$ cat config.mk
export PLATFORM = sky130hd
export DESIGN_NAME = load_store_unit_flat
export DESIGN_NICKNAME = d
export VERILOG_FILES = /design/src/rtl/lsu_pkg.sv /design/src/rtl/lsu_if.sv /design/src/rtl/lsu_align.sv /design/src/rtl/load_store_unit.sv /design/src/flat_wrapper.sv
export SDC_FILE = /design/constraint.sdc
export NUM_CORES = 1
export LEC_CHECK = 0
export BUFFER_PORTS_ARGS = -buffer_cell sky130_fd_sc_hd__buf_2
export CAP_MARGIN = 30
export CORE_MARGIN = 2
export CORE_UTILIZATION = 55
export CTS_CLUSTER_SIZE = 16
export DETAILED_ROUTE_END_ITERATION = 12
export PLACE_DENSITY = 0.86
export SYNTH_ARGS = -nofsm -noshare
export SYNTH_HDL_FRONTEND = slang
export SYNTH_SLANG_ARGS = --single-unit
$ cat constraint.sdc
create_clock -name CLK -period 8 [get_ports CLK]
set_input_delay 0.4 -clock CLK [delete_from_list [all_inputs] [get_ports CLK]]
set_output_delay 0.4 -clock CLK [all_outputs]
set_load 0.01 [all_outputs]
$ cat src/rtl/lsu_pkg.sv
// Shared types for the load/store unit: access sizes, FSM states, memory size default
// and the request legality check used at acceptance.
package lsu_pkg;

  localparam int unsigned MEM_BYTES_DEFAULT = 512;

  typedef enum logic [1:0] {
    SZ_BYTE = 2'b00,
    SZ_HALF = 2'b01,
    SZ_WORD = 2'b10,
    SZ_RSVD = 2'b11
  } size_e;

  typedef enum logic [1:0] {
    ST_IDLE  = 2'b00,
    ST_READ  = 2'b01,
    ST_WRITE = 2'b10,
    ST_RESP  = 2'b11
  } state_e;

  // Reserved size, misalignment or out-of-range address rejects the access.
  function automatic logic req_error(input size_e size, input logic [31:0] addr,
                                     input int unsigned mem_bytes);
    logic bad;
    case (size)
      SZ_HALF: bad = addr[0];
      SZ_WORD: bad = |addr[1:0];
      SZ_RSVD: bad = 1'b1;
      default: bad = 1'b0;
    endcase
    return bad | (addr >= mem_bytes);
  endfunction

endpackage

$ cat src/rtl/lsu_if.sv
// CPU request/response bus and word-wide memory bus of the load/store unit.
// Both are level signals; the CPU side handshakes with ReqValid/ReqReady only.
interface lsu_cpu_if;
  logic        ReqValid;
  logic        ReqReady;
  logic        ReqWrite;
  logic [1:0]  ReqSize;
  logic        ReqSigned;
  logic [31:0] ReqAddr;
  logic [31:0] ReqWData;
  logic        RespValid;
  logic [31:0] RespRData;
  logic        RespErr;

  modport master (
    output ReqValid, ReqWrite, ReqSize, ReqSigned, ReqAddr, ReqWData,
    input  ReqReady, RespValid, RespRData, RespErr
  );
  modport slave (
    input  ReqValid, ReqWrite, ReqSize, ReqSigned, ReqAddr, ReqWData,
    output ReqReady, RespValid, RespRData, RespErr
  );
endinterface

interface lsu_mem_if;
  logic        MemRD;
  logic        MemWR;
  logic [31:0] MemAddr;
  logic [31:0] MemDataOut;
  logic [31:0] MemDataIn;

  modport master (
    output MemRD, MemWR, MemAddr, MemDataOut,
    input  MemDataIn
  );
  modport slave (
    input  MemRD, MemWR, MemAddr, MemDataOut,
    output MemDataIn
  );
endinterface

$ cat src/rtl/lsu_align.sv
// Big-endian lane logic: load extraction with sign/zero extension and sub-word store merge.
// Purely combinational.
module lsu_align
  import lsu_pkg::*;
(
  input  logic [31:0] rd_word_i,
  input  logic [15:0] wdata_i,
  input  logic [1:0]  off_i,
  input  size_e       size_i,
  input  logic        signed_i,
  output logic [31:0] load_data_o,
  output logic [31:0] merged_o
);

  logic [4:0]  byte_sh;
  logic [4:0]  half_sh;
  logic [31:0] byte_word;
  logic [31:0] half_word;
  logic [31:0] mask;
  logic [31:0] ins;

  // Offset 0 is the most significant lane, so shift counts run downward.
  assign byte_sh   = {~off_i, 3'b000};
  assign half_sh   = off_i[1] ? 5'd0 : 5'd16;
  assign byte_word = rd_word_i >> byte_sh;
  assign half_word = rd_word_i >> half_sh;

  always_comb begin
    load_data_o = rd_word_i;
    mask        = 32'hFFFF_FFFF;
    ins         = 32'h0;
    case (size_i)
      SZ_BYTE: begin
        load_data_o = {{24{signed_i & byte_word[7]}}, byte_word[7:0]};
        mask        = 32'h0000_00FF << byte_sh;
        ins         = {24'h0, wdata_i[7:0]} << byte_sh;
      end
      SZ_HALF: begin
        load_data_o = {{16{signed_i & half_word[15]}}, half_word[15:0]};
        mask        = 32'h0000_FFFF << half_sh;
        ins         = {16'h0, wdata_i} << half_sh;
      end
      default: begin
        load_data_o = rd_word_i;
      end
    endcase
    merged_o = (rd_word_i & ~mask) | (ins & mask);
  end

endmodule

$ cat src/rtl/load_store_unit.sv
// Single-outstanding load/store unit: load 2 cycles, word store 2, sub-word store 3 (RMW), error 1.
// ReqReady only in IDLE; requests arriving while busy are ignored, responses cannot be stalled.
module load_store_unit
  import lsu_pkg::*;
#(
  parameter int unsigned MEM_BYTES = MEM_BYTES_DEFAULT
) (
  input  logic      CLK,
  input  logic      Reset,
  lsu_cpu_if.slave  cpu,
  lsu_mem_if.master mem
);

  state_e      state_q, state_d;
  logic [1:0]  off_q, off_d;
  size_e       size_q, size_d;
  logic        signed_q, signed_d;
  logic        write_q, write_d;
  logic [15:0] wdata_q, wdata_d;
  logic        rd_q, rd_d;
  logic        wr_q, wr_d;
  logic        vld_q, vld_d;
  logic        err_q, err_d;
  logic [31:0] rdata_q, rdata_d;
  logic [31:0] maddr_q, maddr_d;
  logic [31:0] mdout_q, mdout_d;

  logic [31:0] load_data;
  logic [31:0] merged;
  size_e       req_size;

  assign req_size = size_e'(cpu.ReqSize);

  lsu_align u_align (
    .rd_word_i   (mem.MemDataIn),
    .wdata_i     (wdata_q),
    .off_i       (off_q),
    .size_i      (size_q),
    .signed_i    (signed_q),
    .load_data_o (load_data),
    .merged_o    (merged)
  );

  always_comb begin
    state_d  = state_q;
    off_d    = off_q;
    size_d   = size_q;
    signed_d = signed_q;
    write_d  = write_q;
    wdata_d  = wdata_q;
    err_d    = err_q;
    rdata_d  = rdata_q;
    maddr_d  = maddr_q;
    mdout_d  = mdout_q;
    case (state_q)
      ST_IDLE: begin
        if (cpu.ReqValid) begin
          off_d    = cpu.ReqAddr[1:0];
          size_d   = req_size;
          signed_d = cpu.ReqSigned;
          write_d  = cpu.ReqWrite;
          wdata_d  = cpu.ReqWData[15:0];
          maddr_d  = {cpu.ReqAddr[31:2], 2'b00};
          if (req_error(req_size, cpu.ReqAddr, MEM_BYTES)) begin
            state_d = ST_RESP;
            err_d   = 1'b1;
            rdata_d = 32'h0;
          end else if (cpu.ReqWrite && req_size == SZ_WORD) begin
            state_d = ST_WRITE;
            mdout_d = cpu.ReqWData;
          end else begin
            state_d = ST_READ;
          end
        end
      end
      ST_READ: begin
        if (write_q) begin
          state_d = ST_WRITE;
          mdout_d = merged;
        end else begin
          state_d = ST_RESP;
          rdata_d = load_data;
          err_d   = 1'b0;
        end
      end
      ST_WRITE: begin
        state_d = ST_RESP;
        rdata_d = 32'h0;
        err_d   = 1'b0;
      end
      default: state_d = ST_IDLE;
    endcase
    // Strobes come straight from flops so the memory never sees decode glitches.
    rd_d  = (state_d == ST_READ);
    wr_d  = (state_d == ST_WRITE);
    vld_d = (state_d == ST_RESP);
  end

  always_ff @(posedge CLK or posedge Reset) begin
    if (Reset) begin
      state_q  <= ST_IDLE;
      off_q    <= 2'b00;
      size_q   <= SZ_BYTE;
      signed_q <= 1'b0;
      write_q  <= 1'b0;
      wdata_q  <= 16'h0;
      rd_q     <= 1'b0;
      wr_q     <= 1'b0;
      vld_q    <= 1'b0;
      err_q    <= 1'b0;
      rdata_q  <= 32'h0;
      maddr_q  <= 32'h0;
      mdout_q  <= 32'h0;
    end else begin
      state_q  <= state_d;
      off_q    <= off_d;
      size_q   <= size_d;
      signed_q <= signed_d;
      write_q  <= write_d;
      wdata_q  <= wdata_d;
      rd_q     <= rd_d;
      wr_q     <= wr_d;
      vld_q    <= vld_d;
      err_q    <= err_d;
      rdata_q  <= rdata_d;
      maddr_q  <= maddr_d;
      mdout_q  <= mdout_d;
    end
  end

  assign cpu.ReqReady   = (state_q == ST_IDLE);
  assign cpu.RespValid  = vld_q;
  assign cpu.RespRData  = rdata_q;
  assign cpu.RespErr    = err_q;
  assign mem.MemRD      = rd_q;
  assign mem.MemWR      = wr_q;
  assign mem.MemAddr    = maddr_q;
  assign mem.MemDataOut = mdout_q;

endmodule

$ cat src/flat_wrapper.sv
// flat-port wrapper written by rule: the top's interface ports become plain ports
module load_store_unit_flat import lsu_pkg::*;
#(
  parameter int unsigned MEM_BYTES = MEM_BYTES_DEFAULT
)
  (CLK, Reset, cpu_ReqValid, cpu_ReqWrite, cpu_ReqSize, cpu_ReqSigned, cpu_ReqAddr, cpu_ReqWData, cpu_ReqReady, cpu_RespValid, cpu_RespRData, cpu_RespErr, mem_MemRD, mem_MemWR, mem_MemAddr, mem_MemDataOut, mem_MemDataIn);
  lsu_cpu_if cpu_i ();
  lsu_mem_if mem_i ();
  input  logic CLK;
  input  logic Reset;
  input wire logic [$bits(cpu_i.ReqValid)-1:0] cpu_ReqValid;
  input wire logic [$bits(cpu_i.ReqWrite)-1:0] cpu_ReqWrite;
  input wire logic [$bits(cpu_i.ReqSize)-1:0] cpu_ReqSize;
  input wire logic [$bits(cpu_i.ReqSigned)-1:0] cpu_ReqSigned;
  input wire logic [$bits(cpu_i.ReqAddr)-1:0] cpu_ReqAddr;
  input wire logic [$bits(cpu_i.ReqWData)-1:0] cpu_ReqWData;
  output wire logic [$bits(cpu_i.ReqReady)-1:0] cpu_ReqReady;
  output wire logic [$bits(cpu_i.RespValid)-1:0] cpu_RespValid;
  output wire logic [$bits(cpu_i.RespRData)-1:0] cpu_RespRData;
  output wire logic [$bits(cpu_i.RespErr)-1:0] cpu_RespErr;
  output wire logic [$bits(mem_i.MemRD)-1:0] mem_MemRD;
  output wire logic [$bits(mem_i.MemWR)-1:0] mem_MemWR;
  output wire logic [$bits(mem_i.MemAddr)-1:0] mem_MemAddr;
  output wire logic [$bits(mem_i.MemDataOut)-1:0] mem_MemDataOut;
  input wire logic [$bits(mem_i.MemDataIn)-1:0] mem_MemDataIn;
  assign cpu_i.ReqValid = cpu_ReqValid;
  assign cpu_i.ReqWrite = cpu_ReqWrite;
  assign cpu_i.ReqSize = cpu_ReqSize;
  assign cpu_i.ReqSigned = cpu_ReqSigned;
  assign cpu_i.ReqAddr = cpu_ReqAddr;
  assign cpu_i.ReqWData = cpu_ReqWData;
  assign cpu_ReqReady = cpu_i.ReqReady;
  assign cpu_RespValid = cpu_i.RespValid;
  assign cpu_RespRData = cpu_i.RespRData;
  assign cpu_RespErr = cpu_i.RespErr;
  assign mem_MemRD = mem_i.MemRD;
  assign mem_MemWR = mem_i.MemWR;
  assign mem_MemAddr = mem_i.MemAddr;
  assign mem_MemDataOut = mem_i.MemDataOut;
  assign mem_i.MemDataIn = mem_MemDataIn;
  load_store_unit #(.MEM_BYTES(MEM_BYTES)) u_core (.CLK(CLK), .Reset(Reset), .cpu(cpu_i), .mem(mem_i));
endmodule
==> results of run 1 <==
cell type report:
| cell class | instances | share of cell area |
|---|---|---|
| clock buffer | 22 | 0.0582 |
| clock inverter | 10 | 0.0177 |
| inverter | 23 | 0.0111 |
| multi-input combinational | 397 | 0.368 |
| sequential | 122 | 0.383 |
| tap | 140 | 0.0220 |
| timing repair buffer | 209 | 0.140 |
registers in the layout, indices dropped and copies added (netlist names):
signal and flops:
u_core.wdata_q 16, u_core.mem.MemAddr 30, u_core.cpu.RespRData 32, u_core.write_q 1
u_core.mem.MemDataOut 32, u_core.off_q 2, u_core.signed_q 1, u_core.cpu.RespErr 1
u_core.state_q 2, u_core.mem.MemRD 1, u_core.mem.MemWR 1, u_core.cpu.RespValid 1
u_core.size_q 2
logic make-up after synthesis:
kind of cell / Yosys count
other: 1
multiplexers: 105
buffers and inverters: 63
AND/OR/NAND/NOR: 148
flip-flops: 122
adder cells (fa/ha/maj): 4
AO/OA/AOI/OAI: 138
critical path, delay by kind of cell, from the launching register on:
kind            cells  cell delay [ns]
mux                 1             0.36
flops               1             0.42
compound gates      2             0.85
fa+ha+maj           1             0.38
buf+inv             3             0.64
layer usage:
layer | vias to the layer above | track usage | share of wire
met1 | 2672 | 0.383 | 0.40
met3 | 51 | 0.0891 | 0.088
met4 | 0 | 0.112 | 0.029
met5 | - | 0 | 0
li1 | 2472 | - | -
met2 | 298 | 0.478 | 0.49
through the flow:
step	hold WS, ns	power [mW]	utilization	instances	worst slack [ns]
3_5_place_dp	0.466	2.55	0.668	890	5.26
4_1_cts	0.185	3.34	0.724	922	5.25
3_3_place_gp	0.458	2.46	0.664	887	4.67
6_report	0.158	3.36	0.726	923	5.23
5_1_grt	0.201	3.56	0.726	923	5.10
2_1_floorplan	0.504	2.07	-	582	4.36
report_power, final:
group	switching, mW	total [mW]	internal [mW]
clock	0.278	0.785	0.507
sequential	0.184	1.07	0.890
combinational	0.835	1.50	0.665
total	1.30	3.36	2.06
path summary, 6_finish.rpt:
| kind | depth (start not counted) | slack [ns] | from | to |
|---|---|---|---|---|
| min in group CLK | 2 | 0.22 | cpu_ReqAddr[7] | u_core.mem.MemAddr[7] |
| min reg2reg | 2 | 0.47 | u_core.cpu.RespRData[3] | u_core.cpu.RespRData[3] |
| min | 2 | 0.16 | Reset | u_core.mem.MemRD |
| max reg2reg | 7 | 5.23 | u_core.state_q[1] | u_core.mem.MemDataOut[1] |
| max | 7 | 5.23 | u_core.state_q[1] | u_core.mem.MemDataOut[1] |
| max in group asynchronous | 3 | 6.62 | Reset | u_core.mem.MemDataOut[21] |
cell usage in the layout, fill, tap and decap left out, types with 2 or more instances in the layout:
cell type / instances
buf_4: 4
o22ai_1: 16
bufinv_16: 3
clkinv_4: 2
buf_2: 201
clkbuf_16: 17
ha_1: 3
mux2i_1: 24
inv_1: 22
mux2_2: 77
nor3_1: 3
nor2b_1: 9
nand2_1: 73
clkbuf_1: 3
buf_8: 2
clkbuf_8: 2
o2bb2ai_1: 7
nor3_2: 2
and3_1: 2
o21ai_0: 32
conb_1: 2
nor2_1: 22
dfrtp_1: 122
a22o_1: 16
clkinv_2: 2
a221oi_1: 2
or2_2: 2
mux2_1: 2
o211ai_1: 7
nor4_1: 4
nand2b_1: 19
a31oi_1: 15
clkinvlp_4: 2
a21oi_1: 11
a22oi_1: 22
==> results.py, run 1 <==
metrics = {
    "drt": {
        "via_count": 5493,
        "drc_errors": 0,
        "wire_per_inst_um": 19.5,
        "final_antenna_net_count": 0,
        "drt-total-wl_um": 18000,
        "vias_per_cell": 5.95,
        "first_pass_iters": 5,
        "drt_iter0_drc": 597,
    },
    "die": {
        "core_area_um2": 11000,
        "dieArea_um2": 12300,
        "initial_core_util": 0.570,
        "fp-row-count": 38,
        "die_w_um": 111,
        "die_h_um": 111,
        "io_pins": 204,
    },
    "synthesis": {
        "synth.top_cell.area_share": 0.488,
        "synthArstFlopShare": 1.00,
        "synth_area_per_cell_um2": 10.8,
        "synth_xor_area_frac": 0,
        "synth-compound-area-share": 0.156,
        "synth_cells": 581,
        "synthMuxAreaShare": 0.186,
        "synth_cell_types": 54,
        "synth_ff_type": "dfrtp_1",
        "ys_ff_latch": 122,
        "synth_top_family_by_area": "multiplexers",
        "synth_most_common_cell": "dfrtp_1",
        "netlist_top_cells_count": "dfrtp_1, mux2_2, nand2_1, o21ai_0, mux2i_1",
        "synthAdderAreaFrac": 0.00799,
        "ys_seq_area_frac": 0.488,
        "synth-edff-count": 0,
        "post-synth-top-area-cell": "dfrtp_1",
        "synthesis.area_um2": 6260,
        "ys_warn_count": 0,
        "synthTopCellsByArea": "dfrtp_1, mux2_2, nand2_1",
        "yosys.area_share.simple": 0.116,
    },
    "placed_design": {
        "gp_congestion": 0.905,
        "io_buffers": 201,
        "dpl_cell_area_um2": 7340,
        "hpwlAfterDp_um": 13300,
    },
    "setup_path": {
        "worstSetupPathType": "register to register",
        "cp-start-kind": "register",
        "path_max_fanout": 53,
        "path_cells": "inv_1 > ha_2 > buf_12 > o21ai_0 > a41oi_4 > buf_8 > mux2_2",
        "end_kind": "register",
        "slowest_stage": "a41oi_4",
        "critPathMaxStageDelay_ns": 0.66,
        "cp.required_ns": 8.30,
        "cp.arrival_ns": 3.07,
    },
    "clock_network": {
        "cts_root_buf": "clkbuf_16",
        "htreeDepth": 4,
        "tritoncts": "done",
        "post_cts_resized": 0,
        "cts_setup_buffers": 0,
        "ctsLongestPathBuffers": 2,
        "cts_buffers": 17,
        "holdBufCountCts": 0,
        "clock_latency_ns": 0.42,
        "cts_sinks": 122,
        "clkTransAtPathRegs_ns": 0.06,
    },
    "sta": {
        "skew_ns": 0.00754,
        "report.final.setup_viol": 0,
        "worst_pin_slew_ns": 0.825,
        "final-hold-violation-count": 0,
        "drv_slew": 0,
        "period_needed_ns": 2.77,
        "rsz0062_at_grt": "false",
        "relSlewSlack": 0.450,
        "fmax_mhz": 361,
        "tns_ns": 0,
        "period_share": 0.346,
    },
    "finish": {
        "seq_area_um2": 3050,
        "multiInputGateArea_um2": 2940,
        "n_antenna_cell": 0,
        "syn2layout_area_growth_pct": 27.3,
        "n_fill_cell": 761,
        "layout-drive-gt1-share": 0.428,
        "fin_area_um2": 7970,
        "finish.net_count": 877,
    },
    "global_route": {
        "first_global_vias": 5372,
        "antenna_found_initial": 0,
        "grt_first_pass_wirelength_um": 28700,
        "grt-ovfl-total": 0,
        "grt_usage": 0.298,
        "grt_max_degree": 69,
    },
    "hold_path": {
        "hold_class": "input port to asynchronous set/reset pin",
    },
    "power_and_ir_drop": {
        "p_per_area_nw_per_um2": 421,
        "leakagePower_nw": 3.91,
        "ir_drop_v": 0.000252,
    },
    "outcome": {
        "outcome": "finished clean",
    },
    "flow_run": {
        "cap_viol_max_count": 0,
    },
}
Note: power is estimated with default switching activity, not from simulation.
==> run 2: changes to the inputs <==
--- a/config.mk
+++ b/config.mk
@@ -5,13 +5,14 @@
 export SDC_FILE = /design/constraint.sdc
 export NUM_CORES = 1
 export LEC_CHECK = 0
+export ABC_AREA = 1
 export BUFFER_PORTS_ARGS = -buffer_cell sky130_fd_sc_hd__buf_2
 export CAP_MARGIN = 30
 export CORE_MARGIN = 2
-export CORE_UTILIZATION = 55
+export CORE_UTILIZATION = 47
 export CTS_CLUSTER_SIZE = 16
 export DETAILED_ROUTE_END_ITERATION = 12
-export PLACE_DENSITY = 0.86
+export PLACE_DENSITY = 0.77
 export SYNTH_ARGS = -nofsm -noshare
 export SYNTH_HDL_FRONTEND = slang
 export SYNTH_SLANG_ARGS = --single-unit
==> constraint.sdc (replaced) <==
create_clock -name CLK -period 2.3 [get_ports CLK]
set_input_delay 0.115 -clock CLK [delete_from_list [all_inputs] [get_ports CLK]]
set_output_delay 0.115 -clock CLK [all_outputs]
set_load 0.01 [all_outputs]
==> run 2 against run 1 <==
Final area rose by 15%. Hold slack worse by 0.12 ns. Clock-buffer cell count is 2 lower. Cell count increased by 52%. Combinational power grew to 4.3 times the previous value. Setup slack worse by 5.0 ns. Largest power group unchanged. Via count grew 32%. Sequential cell count stayed put. Utilization shrank 9.3 points. Sequential share of layout area is 4.9 points lower. Clock power grew to 3.5 times the previous value.
==> results.py, run 2 <==
metrics = {
    "outcome": {
        "outcome": "finished clean",
    },
    "finish": {
        "n_antenna_cell": 0,
        "finish.net_count": 1313,
        "final_common_cell": "nand2_1",
        "layout_common_cells": "nand2_1, buf_2, dfrtp_1, nand3_1, inv_1",
        "syn2layout_area_growth_pct": 32.4,
        "n_fill_cell": 1285,
        "fin_util": 0.633,
        "layout-drive-gt1-share": 0.241,
        "fin_cells": 1402,
    },
    "clock_network": {
        "cts_buffers": 17,
        "ctsLongestPathBuffers": 2,
        "cts_root_buf": "clkbuf_16",
        "clkTransAtPathRegs_ns": 0.06,
        "tritoncts": "done",
        "clock_latency_ns": 0.43,
        "htreeDepth": 4,
        "cts_setup_buffers": 0,
        "post_cts_resized": 0,
        "cts_sinks": 122,
    },
    "setup_path": {
        "rr_worst_depth": 7,
        "worstSetupPathType": "input port to register",
        "path_max_fanout": 32,
        "reg2reg_from": "u_core.state_q[0]",
        "crit_path_start": "cpu_ReqAddr[11]",
        "cp.arrival_ns": 2.40,
        "end_kind": "register",
        "cp.required_ns": 2.60,
        "cp-start-kind": "input port",
    },
    "sta": {
        "fmax_mhz": 477,
        "rsz0062_at_grt": "false",
        "skew_ns": 0.00911,
        "relSlewSlack": 0.489,
        "report.final.setup_viol": 0,
        "worst_pin_slew_ns": 0.765,
        "tns_ns": 0,
        "drv_slew": 0,
        "period_needed_ns": 2.10,
        "holdWs_ns": 0.0363,
        "period_share": 0.912,
        "final-hold-violation-count": 0,
    },
    "synthesis": {
        "synth_ff_type": "dfrtp_1",
        "synth.top_cell.area_share": 0.443,
        "synth-compound-area-share": 0.0885,
        "synthArstFlopShare": 1.00,
        "ys_seq_area_frac": 0.443,
        "post-synth-top-area-cell": "dfrtp_1",
        "synth_most_common_cell": "nand2_1",
        "netlist_top_cells_count": "nand2_1, dfrtp_1, nand3_1, inv_1, o21ai_0",
        "synthesis.area_um2": 6900,
        "synthTopCellsByArea": "dfrtp_1, nand2_1, nand3_1",
        "synth-edff-count": 0,
        "synth_cell_types": 36,
        "ys_warn_count": 0,
        "synthAdderAreaFrac": 0.00726,
        "synth_area_per_cell_um2": 7.13,
        "synthMuxAreaShare": 0,
        "yosys.area_share.simple": 0.378,
        "ys_ff_latch": 122,
        "synth_cells": 968,
        "synth_xor_area_frac": 0,
        "synth_top_family_by_area": "simple AND/OR/NAND/NOR gates",
    },
    "die": {
        "dieArea_um2": 15700,
        "die_w_um": 125,
        "die_h_um": 125,
        "initial_core_util": 0.478,
        "io_pins": 204,
        "fp-row-count": 44,
        "core_area_um2": 14400,
    },
    "drt": {
        "drt-total-wl_um": 21900,
        "drt_iter0_drc": 835,
        "via_count": 7229,
        "first_pass_iters": 6,
        "drc_errors": 0,
        "vias_per_cell": 5.16,
        "wire_per_inst_um": 15.6,
        "final_antenna_net_count": 0,
    },
    "power_and_ir_drop": {
        "clkPwrFrac": 0.209,
        "p_switching_mw": 5.90,
        "leakagePower_nw": 5.05,
        "p_per_area_nw_per_um2": 1420,
        "ir_drop_v": 0.000737,
        "internal_power_mw": 7.09,
        "seqPwrFrac": 0.292,
        "swShare": 0.454,
        "comb_power_share": 0.499,
    },
    "hold_path": {
        "hold_path_startpoint": "cpu_ReqSize[0]",
        "hold_class": "input port to register",
        "hold_depth": 3,
    },
    "global_route": {
        "first_global_vias": 6828,
        "antenna_found_initial": 0,
        "grt_usage": 0.283,
        "grt_first_pass_wirelength_um": 35400,
        "grt-ovfl-total": 0,
        "grt_max_degree": 52,
    },
    "placed_design": {
        "hpwlAfterDp_um": 15400,
        "dp.cells": 1319,
        "io_buffers": 201,
        "gp_congestion": 0.920,
    },
    "flow_run": {
        "cap_viol_max_count": 0,
    },
}
-- run 2: changes by cell type in the layout (fill, tap and decap cells not counted), sizes merged, moves of 15 or more --
cell	delta
nand2	+361
nand3	+84
mux2	-80
dlygate4sd3	+52
inv	+43
nor2	+39
o21ai	+35
a21oi	+24
mux2i	-24
a22oi	-21
nand2b	-19
a22o	-16
o22ai	-16
a31oi	-15
-- run 2: worst max-delay path, cell delays in order --
cell and delay (ns):
dlygate4sd3_1 0.57, buf_2 0.15, nor3_1 0.20, nand2_1 0.09, nor2_1 0.25, nand3_1 0.19, nand2_2 0.17, nand2_2 0.38
nand2_1 0.19, nand2_1 0.09
-- run 2: through the flow --
stage          setup slack (ns)  area, µm²  power (mW)
2_1_floorplan             0.606       6910        8.18
3_3_place_gp              0.445       8010        9.99
3_5_place_dp              0.355       8010        10.1
4_1_cts                   0.277       9130        12.9
5_1_grt                  0.0871       9130        14.0
6_report                  0.202       9130        13.0
-- run 2: logic make-up after synthesis --
logic type                 Yosys count
buffers and inverters              123
AOI/OAI and AO/OA                  114
DFF                                122
and+or+nand+nor                    604
adders and majority gates            4
other                                1
-- run 2: final cells by class --
cell class                 count  area, µm²  share of cell area
multi-input combinational    724       3280               0.359
clock inverter                11        145              0.0159
timing repair buffer         272       1710               0.187
inverter                      69        265              0.0290
clock buffer                  20        457              0.0500
tap                          184        230              0.0252
sequential                   122       3050               0.334
-- run 2: path summary, 6_finish.rpt --
| check | to | slack, ns |
|---|---|---|
| worst min-delay path | u_core.size_q[0] | 0.04 |
| min in group asynchronous | u_core.cpu.RespRData[9] | 0.37 |
| max in group asynchronous | u_core.wdata_q[7] | 1.30 |
| worst max-delay path | u_core.mem.MemDataOut[0] | 0.20 |
| worst min register to register | u_core.mem.MemDataOut[28] | 0.46 |
| worst max register to register | u_core.mem.MemDataOut[0] | 0.30 |
-- run 2: power groups by stage --
stage	Combinational (mW)	Sequential, mW	Clock [mW]
floorplan	4.13	4.06	0
global placement	6.21	3.78	0
detailed placement	6.32	3.78	0
CTS	6.41	3.77	2.76
global route	7.21	3.91	2.86
finish	6.48	3.79	2.72
-- run 2: what timing repair did --
item,CTS,global route
endpoints found under the hold margin,79,0
hold buffers,52,0
setup endpoints to repair,0,0
-- run 2: metal layers --
metal	wire length, µm	global-route usage
met4	483	0.0967
met5	0	0
met2	10200	0.450
met1	9390	0.384
met3	1830	0.0668
==> run 3: changes to the inputs <==
--- a/config.mk
+++ b/config.mk
@@ -7,12 +7,13 @@
 export LEC_CHECK = 0
 export ABC_AREA = 1
 export BUFFER_PORTS_ARGS = -buffer_cell sky130_fd_sc_hd__buf_2
-export CAP_MARGIN = 30
+export CAP_MARGIN = 10
 export CORE_MARGIN = 2
-export CORE_UTILIZATION = 47
+export CORE_UTILIZATION = 48
 export CTS_CLUSTER_SIZE = 16
 export DETAILED_ROUTE_END_ITERATION = 12
-export PLACE_DENSITY = 0.77
+export PLACE_DENSITY = 0.85
 export SYNTH_ARGS = -nofsm -noshare
 export SYNTH_HDL_FRONTEND = slang
+export SYNTH_HIERARCHICAL = 1
 export SYNTH_SLANG_ARGS = --single-unit
==> run 3 against run 2 <==
Sequential cell count did not move. Hold slack got worse by 0.027 ns. Critical endpoint is now u_core/mem.MemDataOut[7]. Largest power group unchanged. Sequential share of layout area rose by 0.083 points.
==> results.py, run 3 <==
metrics = {
    "finish": {
        "layout-drive-gt1-share": 0.224,
        "finish.net_count": 1338,
        "final_common_cell": "nand2_1",
        "n_antenna_cell": 0,
        "syn2layout_area_growth_pct": 31.0,
        "layout_common_cells": "nand2_1, buf_2, dfrtp_1, nand3_1, o21ai_0",
        "n_fill_cell": 1226,
        "fin_area_um2": 9110,
    },
    "placed_design": {
        "post-place-ws_ns": 0.256,
        "io_buffers": 201,
        "dpl_cell_area_um2": 8020,
        "gp_congestion": 0.978,
        "hpwlAfterDp_um": 15100,
    },
    "synthesis": {
        "synthArstFlopShare": 1.00,
        "ys_seq_area_frac": 0.439,
        "synth_cells": 1001,
        "ys_warn_count": 6,
        "synth_most_common_cell": "nand2_1",
        "synth.top_cell.area_share": 0.439,
        "synthesis.area_um2": 6950,
        "post-synth-top-area-cell": "dfrtp_1",
        "ys_ff_latch": 122,
        "synthTopCellsByArea": "dfrtp_1, nand2_1, nand3_1",
        "synth-edff-count": 0,
        "netlist_top_cells_count": "nand2_1, dfrtp_1, nand3_1, o21ai_0, inv_1",
        "synth_area_per_cell_um2": 6.95,
        "synth_cell_types": 28,
        "synth_ff_type": "dfrtp_1",
    },
    "sta": {
        "skew_ns": 0.00480,
        "tns_ns": 0,
        "period_needed_ns": 1.98,
        "final-hold-violation-count": 0,
        "relSlewSlack": 0.635,
        "rsz0062_at_grt": "false",
        "report.final.setup_viol": 0,
        "worst_pin_slew_ns": 0.545,
        "drv_slew": 0,
        "fmax_mhz": 505,
        "fin_ws_ns": 0.320,
        "period_share": 0.861,
    },
    "die": {
        "io_pins": 204,
        "die_w_um": 124,
        "core_area_um2": 14000,
        "initial_core_util": 0.495,
        "die_h_um": 124,
        "fp-row-count": 43,
        "dieArea_um2": 15500,
    },
    "power_and_ir_drop": {
        "swShare": 0.448,
        "clkPwrFrac": 0.219,
        "p_switching_mw": 5.59,
        "internal_power_mw": 6.88,
        "seqPwrFrac": 0.302,
        "ir_drop_v": 0.000706,
        "power.total_mw": 12.5,
        "p_per_area_nw_per_um2": 1370,
        "comb_power_share": 0.479,
        "leakagePower_nw": 5.14,
    },
    "clock_network": {
        "clkTransAtPathRegs_ns": 0.06,
        "cts_root_buf": "clkbuf_16",
        "ctsLongestPathBuffers": 2,
        "cts_sinks": 122,
        "cts_buffers": 17,
        "clock_latency_ns": 0.41,
        "tritoncts": "done",
        "htreeDepth": 4,
    },
    "flow_run": {
        "cap_viol_max_count": 0,
    },
    "global_route": {
        "antenna_found_initial": 0,
        "grt_first_pass_wirelength_um": 35400,
        "grt-ovfl-total": 0,
        "grt_max_degree": 83,
        "first_global_vias": 7117,
        "grt_usage": 0.285,
    },
    "setup_path": {
        "end_kind": "register",
        "crit_path_start": "u_core/state_q[0]",
        "reg2reg_from": "u_core/state_q[0]",
        "cp.arrival_ns": 2.33,
        "cp.required_ns": 2.65,
        "worstSetupPathType": "register to register",
        "cp-start-kind": "register",
        "path_max_fanout": 32,
    },
    "drt": {
        "drt_iter0_drc": 610,
        "first_pass_iters": 7,
        "wire_per_inst_um": 15.4,
        "via_count": 7384,
        "final_antenna_net_count": 0,
        "drt-total-wl_um": 21900,
        "drc_errors": 0,
        "vias_per_cell": 5.19,
    },
    "hold_path": {
        "hold_path_startpoint": "cpu_ReqWData[8]",
        "hold_class": "input port to register",
    },
    "outcome": {
        "outcome": "finished clean",
    },
}
==> run 3: changes by cell type after synthesis, sizes merged, moves of 13 or more <==
cell   delta
nand3    +27
a21oi    -26
o21ai    +35
nor2     -35
nand4    -13
nand2    +53
==> run 3: power groups by stage <==
| stage | combinational (mW) | clock, mW | sequential, mW |
|---|---|---|---|
| 3_3_place_gp | 5.67 | 0 | 3.74 |
| 5_1_grt | 6.67 | 2.85 | 3.89 |
| 2_1_floorplan | 3.85 | 0 | 3.98 |
| 4_1_cts | 5.89 | 2.76 | 3.74 |
| 3_5_place_dp | 5.82 | 0 | 3.74 |
| 6_report | 5.98 | 2.73 | 3.77 |
==> run 3: area by class of cell <==
type	instances	area, µm²	area share
multi-input cells	749	3300	0.362
flip-flops and latches	122	3050	0.335
repair buffers	265	1630	0.179
clock buffers	21	460	0.0505
inverters	76	294	0.0323
well taps	180	225	0.0247
clock inverters	11	145	0.0159
==> run 3: stage by stage <==
| stage | utilization | std cells | hold WS [ns] |
|---|---|---|---|
| after detailed placement | 0.571 | 1344 | 0.0963 |
| final | 0.649 | 1424 | 0.00942 |
| after global placement | 0.571 | 1344 | 0.101 |
| after floorplan | - | 1002 | 0.225 |
| after global routing | 0.649 | 1424 | 0.00267 |
| after CTS | 0.648 | 1424 | 0.00372 |
==> run 3: critical path, stage by stage (launching register included) <==
cell and delay [ns]:
dfrtp_1 0.40, inv_1 0.08, ha_1 0.31, inv_2 0.09, nor2_1 0.09, a211oi_4 0.28
buf_4 0.38, nand3_1 0.18, nand2_1 0.11
==> run 3: what timing repair did <==
item	4_1_cts	5_1_grt
endpoints found under the hold margin	58	0
hold buffers	48	0
buffers inserted	0	0
resized for setup	0	1
setup endpoints to repair	0	1
==> run 3: cells by family after synthesis <==
logic type | synth area share
AND/OR/NAND/NOR | 0.381
buffers and inverters | 0.0892
flip-flops | 0.439
AO/OA/AOI/OAI | 0.0835
adder cells (fa/ha/maj) | 0.00720
other | 0.000539
==> run 3: per-layer routing <==
layer  routed length, µm  track usage
met5                   0            0
met4                 788        0.128
met3                1850       0.0674
met2               10600        0.476
met1                8720        0.350
==> run 3: final timing paths <==
check	to	slack, ns	depth (start not counted)
max in group asynchronous	u_core/cpu.RespRData[23]	1.28	4
min in group asynchronous	u_core/mem.MemAddr[14]	0.22	3
setup / recovery	u_core/mem.MemDataOut[7]	0.32	8
setup reg to reg	u_core/mem.MemDataOut[7]	0.32	8
hold / removal	u_core/wdata_q[8]	0.009	3
hold reg to reg	u_core/mem.MemDataOut[18]	0.46	2
